--- config.mk ---
export PLATFORM = sky130hd
export DESIGN_NAME = ma_bus_ctrl_flat
export DESIGN_NICKNAME = d
export VERILOG_FILES = /design/src/rtl/ma_bus_if.sv /design/src/rtl/ma_bus_ctrl.sv /design/src/flat_wrapper.sv
export SDC_FILE = /design/constraint.sdc
export NUM_CORES = 1
export LEC_CHECK = 0
export CAP_MARGIN = 20
export CORE_UTILIZATION = 45
export CTS_CLUSTER_SIZE = 28
export DETAILED_ROUTE_END_ITERATION = 6
export DONT_BUFFER_PORTS = 1
export GPL_TIMING_DRIVEN = 0
export PLACE_DENSITY_LB_ADDON = 0.12
export SLEW_MARGIN = 20
export SYNTH_ARGS = -nofsm -noshare
export SYNTH_HDL_FRONTEND = slang
export SYNTH_SLANG_ARGS = --single-unit
--- constraint.sdc ---
create_clock -name s_clk_i -period 2.6 [get_ports s_clk_i]
set_input_delay 0.52 -clock s_clk_i [delete_from_list [all_inputs] [get_ports s_clk_i]]
set_output_delay 0.52 -clock s_clk_i [all_outputs]
set_load 0.005 [all_outputs]
--- src/rtl/ma_bus_if.sv ---
// Request, AHB3-Lite and result signals of the memory-access bus controller.
// The master modport is the controller's view; slave is the environment's view.
interface ma_bus_if #(
  parameter int ADDR_W = 32
);
  logic              s_flush_i;
  logic              s_approve_i;
  logic [ADDR_W-1:0] s_addr_i;
  logic [31:0]       s_wdata_i;
  logic [3:0]        s_f_i;
  logic              s_idempotent_i;
  logic [ADDR_W-1:0] s_haddr_o;
  logic [1:0]        s_htrans_o;
  logic              s_hwrite_o;
  logic [2:0]        s_hsize_o;
  logic [3:0]        s_hprot_o;
  logic [31:0]       s_hwdata_o;
  logic [31:0]       s_hrdata_i;
  logic              s_hready_i;
  logic              s_hresp_i;
  logic              s_busy_o;
  logic              s_res_valid_o;
  logic              s_res_err_o;
  logic [31:0]       s_res_data_o;

  modport master (
    input  s_flush_i, s_approve_i, s_addr_i, s_wdata_i, s_f_i, s_idempotent_i,
    input  s_hrdata_i, s_hready_i, s_hresp_i,
    output s_haddr_o, s_htrans_o, s_hwrite_o, s_hsize_o, s_hprot_o, s_hwdata_o,
    output s_busy_o, s_res_valid_o, s_res_err_o, s_res_data_o
  );

  modport slave (
    output s_flush_i, s_approve_i, s_addr_i, s_wdata_i, s_f_i, s_idempotent_i,
    output s_hrdata_i, s_hready_i, s_hresp_i,
    input  s_haddr_o, s_htrans_o, s_hwrite_o, s_hsize_o, s_hprot_o, s_hwdata_o,
    input  s_busy_o, s_res_valid_o, s_res_err_o, s_res_data_o
  );
endinterface

--- src/rtl/ma_bus_ctrl.sv ---
// Memory-access stage AHB3-Lite data-bus controller: issues approved load/store
// requests, holds stalled address phases, aligns load data and reports results.
module ma_bus_ctrl #(
  parameter int ADDR_W             = 32,
  parameter bit ERR_ON_IDLE_CANCEL = 1'b1
) (
  input logic      s_clk_i,
  input logic      s_resetn_i,
  ma_bus_if.master bus
);

  typedef enum logic [1:0] {IDLE, AWAIT, DATA, ERR} state_t;

  localparam logic [1:0] HTRANS_IDLE   = 2'b00;
  localparam logic [1:0] HTRANS_NONSEQ = 2'b10;

  state_t state, state_nxt;

  logic [ADDR_W-1:0] addr_p0;
  logic              write_p0, uns_p0, idem_p0, pend_p0, cancel_p0;
  logic [1:0]        size_p0;
  logic [31:0]       wdata_p0;

  logic              write_p1, uns_p1, cancel_p1;
  logic [1:0]        size_p1, off_p1;
  logic [31:0]       wdata_p1;

  logic              vld_p2, err_p2;
  logic [31:0]       data_p2;

  logic              drive, use_hold, accept, capture, done, done_err, pend_nxt;
  logic              done_cancel;
  logic [ADDR_W-1:0] a_addr;
  logic              a_write, a_uns, a_idem;
  logic [1:0]        a_size;
  logic [31:0]       a_wdata;

  function automatic logic [31:0] rep_wdata(input logic [1:0] size, input logic [31:0] wd);
    case (size)
      2'b00:   return {4{wd[7:0]}};
      2'b01:   return {2{wd[15:0]}};
      default: return wd;
    endcase
  endfunction

  function automatic logic [31:0] align_load(input logic [31:0] rd, input logic [1:0] off,
                                             input logic [1:0] size, input logic uns);
    logic [31:0] sh;
    sh = rd >> {off, 3'b000};
    case (size)
      2'b00:   return uns ? {24'h0, sh[7:0]}  : {{24{sh[7]}}, sh[7:0]};
      2'b01:   return uns ? {16'h0, sh[15:0]} : {{16{sh[15]}}, sh[15:0]};
      default: return sh;
    endcase
  endfunction

  // Address-phase source: the held request while stalled, else the live EX request.
  always_comb begin
    if (use_hold) begin
      a_addr  = addr_p0;
      a_write = write_p0;
      a_uns   = uns_p0;
      a_idem  = idem_p0;
      a_size  = size_p0;
      a_wdata = wdata_p0;
    end else begin
      a_addr  = bus.s_addr_i;
      a_write = bus.s_f_i[3];
      a_uns   = bus.s_f_i[2];
      a_idem  = bus.s_idempotent_i;
      a_size  = bus.s_f_i[1:0];
      a_wdata = bus.s_wdata_i;
    end
  end

  always_ff @(posedge s_clk_i or negedge s_resetn_i) begin
    if (!s_resetn_i) state <= IDLE;
    else             state <= state_nxt;
  end

  always_comb begin
    state_nxt = state;
    drive     = 1'b0;
    use_hold  = 1'b0;
    accept    = 1'b0;
    capture   = 1'b0;
    done      = 1'b0;
    done_err  = 1'b0;
    case (state)
      IDLE: begin
        if (bus.s_approve_i) begin
          drive = 1'b1;
          if (bus.s_hready_i) begin
            accept    = 1'b1;
            state_nxt = DATA;
          end else begin
            capture   = 1'b1;
            state_nxt = AWAIT;
          end
        end
      end
      AWAIT: begin
        drive    = 1'b1;
        use_hold = 1'b1;
        if (bus.s_hready_i) begin
          accept    = 1'b1;
          state_nxt = DATA;
        end
      end
      DATA: begin
        if (bus.s_hready_i) begin
          done     = 1'b1;
          done_err = bus.s_hresp_i;
          if (pend_p0) begin
            drive     = 1'b1;
            use_hold  = 1'b1;
            accept    = 1'b1;
            state_nxt = DATA;
          end else if (bus.s_approve_i) begin
            drive     = 1'b1;
            accept    = 1'b1;
            state_nxt = DATA;
          end else begin
            state_nxt = IDLE;
          end
        end else if (bus.s_hresp_i) begin
          // First error cycle: nothing is accepted; a pending address is dropped.
          drive     = !ERR_ON_IDLE_CANCEL && (pend_p0 || bus.s_approve_i);
          use_hold  = pend_p0;
          state_nxt = ERR;
        end else if (pend_p0) begin
          drive    = 1'b1;
          use_hold = 1'b1;
        end else if (bus.s_approve_i) begin
          drive   = 1'b1;
          capture = 1'b1;
        end
      end
      ERR: begin
        if (bus.s_hready_i) begin
          done      = 1'b1;
          done_err  = 1'b1;
          state_nxt = IDLE;
        end
      end
      default: state_nxt = IDLE;
    endcase
  end

  always_comb begin
    bus.s_htrans_o = drive ? HTRANS_NONSEQ : HTRANS_IDLE;
    bus.s_haddr_o  = drive ? a_addr : '0;
    bus.s_hwrite_o = drive && a_write;
    bus.s_hsize_o  = drive ? {1'b0, a_size} : 3'b000;
    bus.s_hprot_o  = drive ? {3'b001, a_idem} : 4'b0011;
    bus.s_hwdata_o = rep_wdata(size_p1, wdata_p1);
    bus.s_busy_o   = (state == AWAIT) || (state == ERR) ||
                     ((state == DATA) && !bus.s_hready_i);
    bus.s_res_valid_o = vld_p2;
    bus.s_res_err_o   = err_p2;
    bus.s_res_data_o  = data_p2;
  end

  assign pend_nxt    = (state == DATA) && !bus.s_hready_i && !bus.s_hresp_i && (capture || pend_p0);
  assign done_cancel = cancel_p1 || bus.s_flush_i;

  // p0: address phase held while HREADY is low
  always_ff @(posedge s_clk_i or negedge s_resetn_i) begin
    if (!s_resetn_i) begin
      addr_p0   <= '0;
      write_p0  <= 1'b0;
      uns_p0    <= 1'b0;
      idem_p0   <= 1'b0;
      size_p0   <= 2'b00;
      wdata_p0  <= '0;
      pend_p0   <= 1'b0;
      cancel_p0 <= 1'b0;
    end else begin
      pend_p0 <= pend_nxt;
      if (capture) begin
        addr_p0   <= a_addr;
        write_p0  <= a_write;
        uns_p0    <= a_uns;
        idem_p0   <= a_idem;
        size_p0   <= a_size;
        wdata_p0  <= a_wdata;
        cancel_p0 <= bus.s_flush_i;
      end else begin
        cancel_p0 <= (cancel_p0 || bus.s_flush_i) && !accept &&
                     ((state_nxt == AWAIT) || pend_nxt);
      end
    end
  end

  // p1: data phase of the accepted transfer
  always_ff @(posedge s_clk_i or negedge s_resetn_i) begin
    if (!s_resetn_i) begin
      write_p1  <= 1'b0;
      uns_p1    <= 1'b0;
      size_p1   <= 2'b00;
      off_p1    <= 2'b00;
      wdata_p1  <= '0;
      cancel_p1 <= 1'b0;
    end else if (accept) begin
      write_p1  <= a_write;
      uns_p1    <= a_uns;
      size_p1   <= a_size;
      off_p1    <= a_addr[1:0];
      wdata_p1  <= a_wdata;
      cancel_p1 <= (use_hold && cancel_p0) || bus.s_flush_i;
    end else if (done) begin
      cancel_p1 <= 1'b0;
    end else if ((state == DATA) || (state == ERR)) begin
      cancel_p1 <= cancel_p1 || bus.s_flush_i;
    end
  end

  // p2: registered result report
  always_ff @(posedge s_clk_i or negedge s_resetn_i) begin
    if (!s_resetn_i) begin
      vld_p2  <= 1'b0;
      err_p2  <= 1'b0;
      data_p2 <= '0;
    end else begin
      vld_p2  <= done && !done_err && !done_cancel;
      err_p2  <= done && done_err && !done_cancel;
      data_p2 <= (done && !done_err && !done_cancel && !write_p1) ?
                 align_load(bus.s_hrdata_i, off_p1, size_p1, uns_p1) : '0;
    end
  end

endmodule

--- src/flat_wrapper.sv ---
// flat-port wrapper written by rule: the top's interface ports become plain ports
module ma_bus_ctrl_flat 
#(
  parameter int ADDR_W             = 32,
  parameter bit ERR_ON_IDLE_CANCEL = 1'b1
)
  (s_clk_i, s_resetn_i, bus_s_flush_i, bus_s_approve_i, bus_s_addr_i, bus_s_wdata_i, bus_s_f_i, bus_s_idempotent_i, bus_s_hrdata_i, bus_s_hready_i, bus_s_hresp_i, bus_s_haddr_o, bus_s_htrans_o, bus_s_hwrite_o, bus_s_hsize_o, bus_s_hprot_o, bus_s_hwdata_o, bus_s_busy_o, bus_s_res_valid_o, bus_s_res_err_o, bus_s_res_data_o);
  ma_bus_if #(.ADDR_W(ADDR_W)) bus_i ();
  input logic s_clk_i;
  input logic s_resetn_i;
  input wire logic [$bits(bus_i.s_flush_i)-1:0] bus_s_flush_i;
  input wire logic [$bits(bus_i.s_approve_i)-1:0] bus_s_approve_i;
  input wire logic [$bits(bus_i.s_addr_i)-1:0] bus_s_addr_i;
  input wire logic [$bits(bus_i.s_wdata_i)-1:0] bus_s_wdata_i;
  input wire logic [$bits(bus_i.s_f_i)-1:0] bus_s_f_i;
  input wire logic [$bits(bus_i.s_idempotent_i)-1:0] bus_s_idempotent_i;
  input wire logic [$bits(bus_i.s_hrdata_i)-1:0] bus_s_hrdata_i;
  input wire logic [$bits(bus_i.s_hready_i)-1:0] bus_s_hready_i;
  input wire logic [$bits(bus_i.s_hresp_i)-1:0] bus_s_hresp_i;
  output wire logic [$bits(bus_i.s_haddr_o)-1:0] bus_s_haddr_o;
  output wire logic [$bits(bus_i.s_htrans_o)-1:0] bus_s_htrans_o;
  output wire logic [$bits(bus_i.s_hwrite_o)-1:0] bus_s_hwrite_o;
  output wire logic [$bits(bus_i.s_hsize_o)-1:0] bus_s_hsize_o;
  output wire logic [$bits(bus_i.s_hprot_o)-1:0] bus_s_hprot_o;
  output wire logic [$bits(bus_i.s_hwdata_o)-1:0] bus_s_hwdata_o;
  output wire logic [$bits(bus_i.s_busy_o)-1:0] bus_s_busy_o;
  output wire logic [$bits(bus_i.s_res_valid_o)-1:0] bus_s_res_valid_o;
  output wire logic [$bits(bus_i.s_res_err_o)-1:0] bus_s_res_err_o;
  output wire logic [$bits(bus_i.s_res_data_o)-1:0] bus_s_res_data_o;
  assign bus_i.s_flush_i = bus_s_flush_i;
  assign bus_i.s_approve_i = bus_s_approve_i;
  assign bus_i.s_addr_i = bus_s_addr_i;
  assign bus_i.s_wdata_i = bus_s_wdata_i;
  assign bus_i.s_f_i = bus_s_f_i;
  assign bus_i.s_idempotent_i = bus_s_idempotent_i;
  assign bus_i.s_hrdata_i = bus_s_hrdata_i;
  assign bus_i.s_hready_i = bus_s_hready_i;
  assign bus_i.s_hresp_i = bus_s_hresp_i;
  assign bus_s_haddr_o = bus_i.s_haddr_o;
  assign bus_s_htrans_o = bus_i.s_htrans_o;
  assign bus_s_hwrite_o = bus_i.s_hwrite_o;
  assign bus_s_hsize_o = bus_i.s_hsize_o;
  assign bus_s_hprot_o = bus_i.s_hprot_o;
  assign bus_s_hwdata_o = bus_i.s_hwdata_o;
  assign bus_s_busy_o = bus_i.s_busy_o;
  assign bus_s_res_valid_o = bus_i.s_res_valid_o;
  assign bus_s_res_err_o = bus_i.s_res_err_o;
  assign bus_s_res_data_o = bus_i.s_res_data_o;
  ma_bus_ctrl #(.ADDR_W(ADDR_W), .ERR_ON_IDLE_CANCEL(ERR_ON_IDLE_CANCEL)) u_core (.s_clk_i(s_clk_i), .s_resetn_i(s_resetn_i), .bus(bus_i));
endmodule
# ---- Word level (Yosys, flattened, before mapping)
# Index checks and enable logic that the tools add are counted.
dict set report totals {
  n_memories 0
  latch_bits 0
  output_inout_bits 109
  wordCells 104
  input_bits 107
  ram_bits 0
  rom_bits 0
  ff_bits 146
}
dict set report op_classes {
  addsub 0
  eq_ne 5
  muxes 50
  n_div 0
  multipliers 0
  n_lt_le_gt_ge 0
  n_shift 1
  bitwise_logic 0
  reduce_logical 30
}
# cell n
set ops {}
lappend ops {{2-to-1 mux 32 bit} 6}
lappend ops {{case mux 32 bit (2 select lines)} 2}
lappend ops {{>> shifter 32 x 5 -> 32 bit} 1}
lappend ops {{2-to-1 mux 1 bit} 25}
lappend ops {{2-to-1 mux 2 bit} 11}
lappend ops {{logical AND 1 bit} 12}
lappend ops {{logical OR 1 bit} 8}
lappend ops {{case mux 2 bit (4 select lines)} 1}
lappend ops {{== test 2 x 1 -> 1 bit, second input constant} 3}
lappend ops {{zero test 1 bit} 6}
lappend ops {{case mux 1 bit (2 select lines)} 3}
lappend ops {{case mux 1 bit (3 select lines)} 2}
lappend ops {{== test 2 bit, second input constant} 2}
lappend ops {{zero test 2 bit} 2}
lappend ops {{nonzero test 3 bit} 1}
lappend ops {{OR reduction 2 bit} 1}

# ---- Depth between registers and ports, before layout
# Gate-level depths: netlist of run 1.
dict set report depth {
  word_depth 10
  ltp_mapped 9
  ltp_nobuf 6
}

# ---- Worst setup path after synthesis of run 1
# Ideal clock, no wire load.
dict set report synth_path {
  path_type {register -> output}
  startpoint {register u_core.state[0]}
  endpoint {output bus_s_haddr_o[22]}
  required_ns 2.080
  n_path_buf 2
  slack_ns 0.144
  stages_incl_launch_ff 9
  arrival_ns 1.936
  cell_sequence {dfrtp_1 > inv_1 > ha_1 > and2_1 > o21ai_1 > clkbuf_1 > buf_1 > nand2_1 > a21oi_1}
}
dict set report synth_via {
  elab_chain_cells 4
  elab_cells_between_ends 7
  cone_classes {eq/ne: 2; mux: 4; reduce/logical: 1}
}
# element line
set synth_lines {}
lappend synth_lines {{start: declaration} ma_bus_ctrl.sv:17} ;# state_t state, state_nxt;
lappend synth_lines {{start signal: assignment} ma_bus_ctrl.sv:78} ;# else state <= state_nxt;
lappend synth_lines {{== test 2 bit or == test 2 x 1 -> 1 bit (tied branches)} ma_bus_ctrl.sv:89} ;# case (state)
lappend synth_lines {{case mux 1 bit (2 select lines)} ma_bus_ctrl.sv:89}
lappend synth_lines {{2-to-1 mux 32 bit} ma_bus_ctrl.sv:59} ;# if (use_hold) begin
lappend synth_lines {{2-to-1 mux 32 bit *} ma_bus_ctrl.sv:152} ;# bus.s_haddr_o = drive ? a_addr : '0;
lappend synth_lines {{end: declaration} flat_wrapper.sv:20} ;# output wire logic [$bits(bus_i.s_haddr_o)-1:0] bus_s_haddr_o;
# Every way passes the cells marked *; elsewhere a longest branch is shown, timed or not.

# ---- Worst setup path in the final report of run 1
dict set report layout_path {
  startpoint {register u_core.state[1]}
  endpoint {output bus_s_haddr_o[0]}
}
# The elaborated chain is that of the path after synthesis.

==> results of run 1 <==
[layout by cell type (no fill, tap or decap), types with 5 or more instances in the layout]
master / Yosys / layout
buf_2: 13 / 12
o21ai_0: 19 / 19
buf_6: 1 / 6
nor2b_1: 9 / 9
nand2b_1: 5 / 5
nor2_1: 17 / 16
dfrtp_1: 146 / 146
a21oi_2: 0 / 23
a211oi_1: 15 / 15
a31oi_1: 76 / 76
o21ai_2: 8 / 8
clkbuf_1: 45 / 32
nand2_1: 175 / 175
a21o_1: 9 / 9
mux2_2: 78 / 78
clkbuf_16: 0 / 18
a21oi_1: 49 / 24
and2_1: 7 / 6
conb_1: 2 / 5
buf_4: 14 / 32
mux2i_1: 26 / 26
[area by class of cell]
type                            instances  area (um^2)
Sequential cell                       146         3650
Clock inverter                         11          155
Timing Repair Buffer                   20          178
Fill cell                            1409         7160
Clock buffer                           21          450
Tap cell                              216          270
Multi-Input combinational cell        532         3600
Inverter                                6         22.5
Buffer                                 75          460
[power breakdown]
part           total, W  switching (W)  internal (W)  leakage [nW]
clock network   0.00252       0.000980       0.00154         0.280
logic           0.00503        0.00278       0.00225          1.84
registers       0.00377       0.000606       0.00317          1.77
total            0.0113        0.00437       0.00696          3.89
[routing by layer]
| metal | vias up | routed length [um] |
|---|---|---|
| met5 | - | 13 |
| met4 | 2 | 610 |
| met3 | 45 | 1870 |
| met2 | 273 | 10100 |
| met1 | 2944 | 8910 |
| li1 | 2721 | - |
[sequential cells by signal, summed over array words and instances (netlist names), 2 cells and up]
register	flops
u_core.state	2
u_core.wdata_p0	32
u_core.wdata_p1	32
u_core.size_p1	2
u_core.addr_p0	32
u_core.off_p1	2
u_core.size_p0	2
u_core.bus.s_res_data_o	32
[metrics by stage]
stage          TNS, ps  total power, W  instances  hold WS, ps  setup slack (ps)
2_1_floorplan        0         0.00680        760          224               144
3_3_place_gp    -15360         0.00781        976          228              -600
3_5_place_dp    -16630         0.00794        976          228              -630
4_1_cts              0          0.0110       1018         -223              6.11
5_1_grt           -126          0.0120       1027         -233             -27.0
6_report             0          0.0113       1027         -210              76.7
[repair_timing]
action,CTS,global route
gates resized for setup,64,34
pin swaps,5,5
endpoints found under the setup margin,76,64
buffers inserted,9,9
cloned,2,1
hold endpoints to repair,146,146
[critical path, delay by kind of cell, from the launching register on]
kind / cells / cell delay, ps
adder cells (fa/ha/maj): 1 / 200
buffers and inverters: 2 / 270
flip-flops: 1 / 430
AO/OA/AOI/OAI: 2 / 440
AND/OR/NAND/NOR: 2 / 230
[path summary, 6_finish.rpt]
path	from	to	cells past startpoint
min in group s_clk_i	bus_s_hrdata_i[27]	u_core.bus.s_res_data_o[27]	1
setup / recovery	u_core.state[1]	bus_s_haddr_o[0]	7
hold reg to reg	u_core.write_p0	u_core.write_p0	1
setup reg to reg	u_core.state[0]	u_core.wdata_p0[13]	11
max in group asynchronous	s_resetn_i	u_core.size_p0[0]	0
hold / removal	s_resetn_i	u_core.bus.s_res_data_o[25]	0
[cell families (layout without fill, tap and decap cells)]
group	after synthesis	in the layout	share of synthesized area
buf+inv	83	133	0.0525
compound gates	186	186	0.155
flops	146	146	0.494
mux	105	105	0.157
other cells	2	5	0.00102
simple gates	230	231	0.132
fa+ha+maj	5	5	0.00846
==> flow_summary_export.csv, run 1 <==
group,metric,value,unit
placement,portBuffers,0,
critical_path,max_stage_delay,430,ps
clock_tree,clock_path_buffers,2,
route,wl_per_cell,20.9,um
clock_tree,root_buffer,"clkbuf_16",
floorplanning,die_w,130,um
floorplanning,start_util,0.464,
yosys,synth_most_common_cell,"nand2_1",
yosys,synth_top_area_frac,0.494,
critical_path,cp_max_fo,9,
critical_path,end_kind,"primary output",
timing,hold_viol,146,
clock_tree,cts_tree,"yes",
pwr,leakagePower,3.89,nW
route,vias_per_cell,5.83,
timing,finClkSkew,9.92,ps
timing,layout_min_cycle_time,2520,ps
yosys,synth.distinct_cells,42,
timing,setup_viol,0,
finish,final_area,0.00879,mm^2
yosys,ys_async_sr_fraction,1.00,
yosys,syn_area,0.00739,mm^2
yosys,yosys.area.top_type,"dfrtp_1",
clock_tree,cts.sinks,146,
timing,min_period_over_period,0.971,
yosys,postSynthRegisterBits,146,
critical_path,cp.required,2080,ps
finish,drive_gt1_frac,0.275,
yosys,yosysWarnings,0,
grt,grt_use_met3,0.0877,
floorplanning,die_y,130,um
route,ant_nets,0,
floorplanning,pin_count,216,
route,route.vias.total,5985,
critical_path,worstPathCellList,"ha_4 -> and2_4 -> o21ai_4 -> buf_8 -> buf_12 -> nand2_1 -> a21oi_2",
grt,grt_max_degree,147,
clock_tree,htreeDepth,4,
yosys,yosys-top-cells-area,"dfrtp_1 (49%), mux2_2 (12%), nand2_1 (8.9%), a31oi_1 (6.4%), mux2i_1 (3.5%)",
yosys,syn-mean-instance-area,9.77,um^2
placement,gp_congestion,0.887,
yosys,synth_edf_count,0,
pwr,p_per_area,1290,mW/mm^2
grt,grt_pass1_vias,5954,
timing,grt_setup_unrepaired,"yes",
clock_tree,clock_latency,420,ps
floorplanning,num_rows,46,
finish,nets,910,
grt,met2_usage,0.401,
grt,grt-busiest-layer,"met2",
yosys,synth_ff_type,"dfrtp_1",
placement,dp_hpwl,14700,um
grt,grt_use_total,0.256,
grt,overflow,0,
grt,grt_pass1_wl,32500,um
pwr,peakVddDrop,0.000723,V
critical_path,critPathArrivalTime,2000,ps
finish,diodes,0,
timing,slew_headroom,0.519,
outcome,outcome,"complete, but fails checks",
floorplanning,coreArea,0.0159,mm^2
floorplanning,dieArea,0.0169,mm^2
placement,post_dp_cell_area,0.00767,mm^2
route,dr.pass1.iters,5,
clock_tree,cts_buffers,17,
route,wl,21500,um
yosys,netlist_top_cells_count,"nand2_1 (175), dfrtp_1 (146), mux2_2 (78)",
timing,holdWs,-210,ps
hold_path,min_path_type,"in -> async",
yosys,synthCells,757,
yosys,seq_area_frac_synth,0.494,
timing,fmax,396,MHz
critical_path,critical_path_class,"reg -> out",
timing,worstMarginPinSlew,721,ps
finish,area_growth,18.8,%
critical_path,crit_path_start_kind,"flop",
flow_run,cap_violations,0,
grt,use_met1,0.323,
critical_path,r2r_slack,80,ps
timing,drv_slew,0,
outcome,violations,"hold timing",
route,drt_iter0_markers,340,
finish,post-route-util,0.551,
route,drc_errors,0,
grt,antenna_found_initial,1,
critical_path,crit_slowest_cell,"dfrtp_1",
clock_tree,clkTransAtPathRegs,60,ps
(Power assumes the default switching activity.)
==> run 2, diff against run 1 <==
CORE_UTILIZATION = 40   (was 45)
MAX_ROUTING_LAYER = met4   (was default)
==> run 2 against run 1 <==
- the flow still finishes with violations (hold timing)
- clock-buffer cell count grew 3
- sequential cell count is the same
- routed wire length grew 1.8%
- first-iteration DRC count grew 43%
- combinational power shrank 4%
==> flow_summary_export.csv, run 2 (same netlist as run 1, synthesis figures left out) <==
group,metric,value,unit
finish,post-route-util,0.483,
timing,setup_viol,0,
critical_path,critical_path_class,"reg -> out",
grt,grt_pass1_vias,6056,
floorplanning,die_w,138,um
floorplanning,dieArea,0.0190,mm^2
timing,worstMarginPinSlew,719,ps
timing,worst_slack,49.1,ps
floorplanning,die_y,138,um
clock_tree,clock_latency,430,ps
placement,dp_hpwl,15400,um
critical_path,cp.required,2080,ps
placement,portBuffers,0,
pwr,total_power,0.0111,W
flow_run,cap_violations,0,
clock_tree,clock_path_buffers,2,
timing,finClkSkew,8.11,ps
grt,antenna_found_initial,0,
finish,drive_gt1_frac,0.272,
critical_path,cp_max_fo,10,
floorplanning,coreArea,0.0180,mm^2
timing,drv_slew,0,
critical_path,end_kind,"primary output",
clock_tree,cts_buffers,17,
finish,nets,907,
critical_path,crit_path_start_kind,"flop",
finish,final_cell_mix,"nand2_1 (173), dfrtp_1 (145), mux2_2 (78), a31oi_1 (76), clkbuf_1 (33)",
hold_path,min_path_type,"in -> async",
outcome,violations,"hold timing",
timing,grt_setup_unrepaired,"yes",
clock_tree,cts_tree,"yes",
clock_tree,htreeDepth,4,
timing,slew_headroom,0.520,
timing,hold_viol,146,
clock_tree,clkTransAtPathRegs,60,ps
route,wl,21900,um
pwr,leakagePower,3.87,nW
clock_tree,cts.sinks,146,
grt,grt_pass1_wl,32400,um
timing,holdWs,-216,ps
route,drc_errors,0,
route,wl_per_cell,21.1,um
floorplanning,start_util,0.410,
placement,gp_congestion,0.858,
grt,grt_max_degree,147,
critical_path,critPathArrivalTime,2030,ps
grt,overflow,0,
route,ant_nets,0,
outcome,outcome,"complete, but fails checks",
finish,area_growth,17.7,%
route,vias_per_cell,5.78,
placement,pre_cts_slack,-640,ps
floorplanning,pin_count,216,
timing,fmax,392,MHz
route,drt_iter0_markers,487,
timing,min_period_over_period,0.981,
clock_tree,root_buffer,"clkbuf_16",
route,route.vias.total,5994,
floorplanning,num_rows,49,
finish,final_common_cell,"nand2_1",
route,dr.pass1.iters,6,
grt,grt_use_total,0.236,
pwr,peakVddDrop,0.000562,V
finish,diodes,0,
timing,layout_min_cycle_time,2550,ps
pwr,p_per_area,1280,mW/mm^2
==> run 2: cell count changes in the layout (fill, tap and decap cells not counted), moves of 2 or more <==
cell,before,now
buf_6,6,3
clkbuf_8,1,8
clkinv_2,0,2
nand2_1,175,173
a21oi_2,23,28
clkbuf_2,3,0
nand2_2,0,2
clkinv_4,3,1
a21oi_4,2,0
a21oi_1,24,21
clkbuf_4,4,6
ha_1,1,3
==> run 2: power by group <==
part / internal [W] / switching (W) / total (W)
registers: 0.00317 / 0.000614 / 0.00378
clock network: 0.00151 / 0.000961 / 0.00247
logic: 0.00213 / 0.00272 / 0.00485
==> run 2: final timing paths <==
kind / startpoint / to / depth (start not counted) / slack [ps]
worst max register to register: u_core.state[1] / u_core.wdata_p0[8] / 9 / 130
worst min register to register: u_core.wdata_p0[29] / u_core.wdata_p0[29] / 1 / 510
worst max-delay path: u_core.state[0] / bus_s_haddr_o[31] / 8 / 50
max in group asynchronous: s_resetn_i / u_core.state[1] / 0 / 2490
min in group s_clk_i: bus_s_hrdata_i[30] / u_core.bus.s_res_data_o[30] / 1 / 210
worst min-delay path: s_resetn_i / u_core.bus.s_res_data_o[20] / 0 / -220
==> run 2: worst max-delay path, cell delays in order, from the launching register on <==
cell and delay, ps:
dfrtp_1 400, inv_2 80, ha_4 190, and2_4 150
o21ai_4 230, buf_4 170, clkbuf_8 150, nand2_1 70
a21oi_2 170
==> run 2: metrics by stage <==
stage / TNS [ps] / cell area (um^2) / instances
2_1_floorplan: 0 / 7400 / 760
3_3_place_gp: -16290 / 7690 / 989
4_1_cts: -14.0 / 8580 / 1029
6_report: 0 / 8700 / 1037
5_1_grt: -190 / 8700 / 1037
3_5_place_dp: -18330 / 7690 / 989
==> run 2: timing repair <==
action,CTS,global route
cloned,0,0
resized for setup,67,28
endpoints found under the setup margin,82,55
setup buffers,9,8
pin swaps,8,8
hold endpoints to repair,146,146
==> run 2: area by class of cell <==
class                           instances  area, um^2
Tap cell                              229         287
Inverter                                6        22.5
Clock inverter                          8         101
Buffer                                 76         469
Sequential cell                       146        3650
Fill cell                            1718        9320
Timing Repair Buffer                   17         131
Clock buffer                           24         492
Multi-Input combinational cell        531        3540
==> run 2: layer usage <==
metal | GRT usage | vias to the layer above | part of all wire
met3 | 0.0775 | 50 | 0.094
met1 | 0.275 | 2982 | 0.40
li1 | - | 2705 | -
met4 | 0.111 | 0 | 0.033
met2 | 0.368 | 257 | 0.47
met5 | - | - | 0
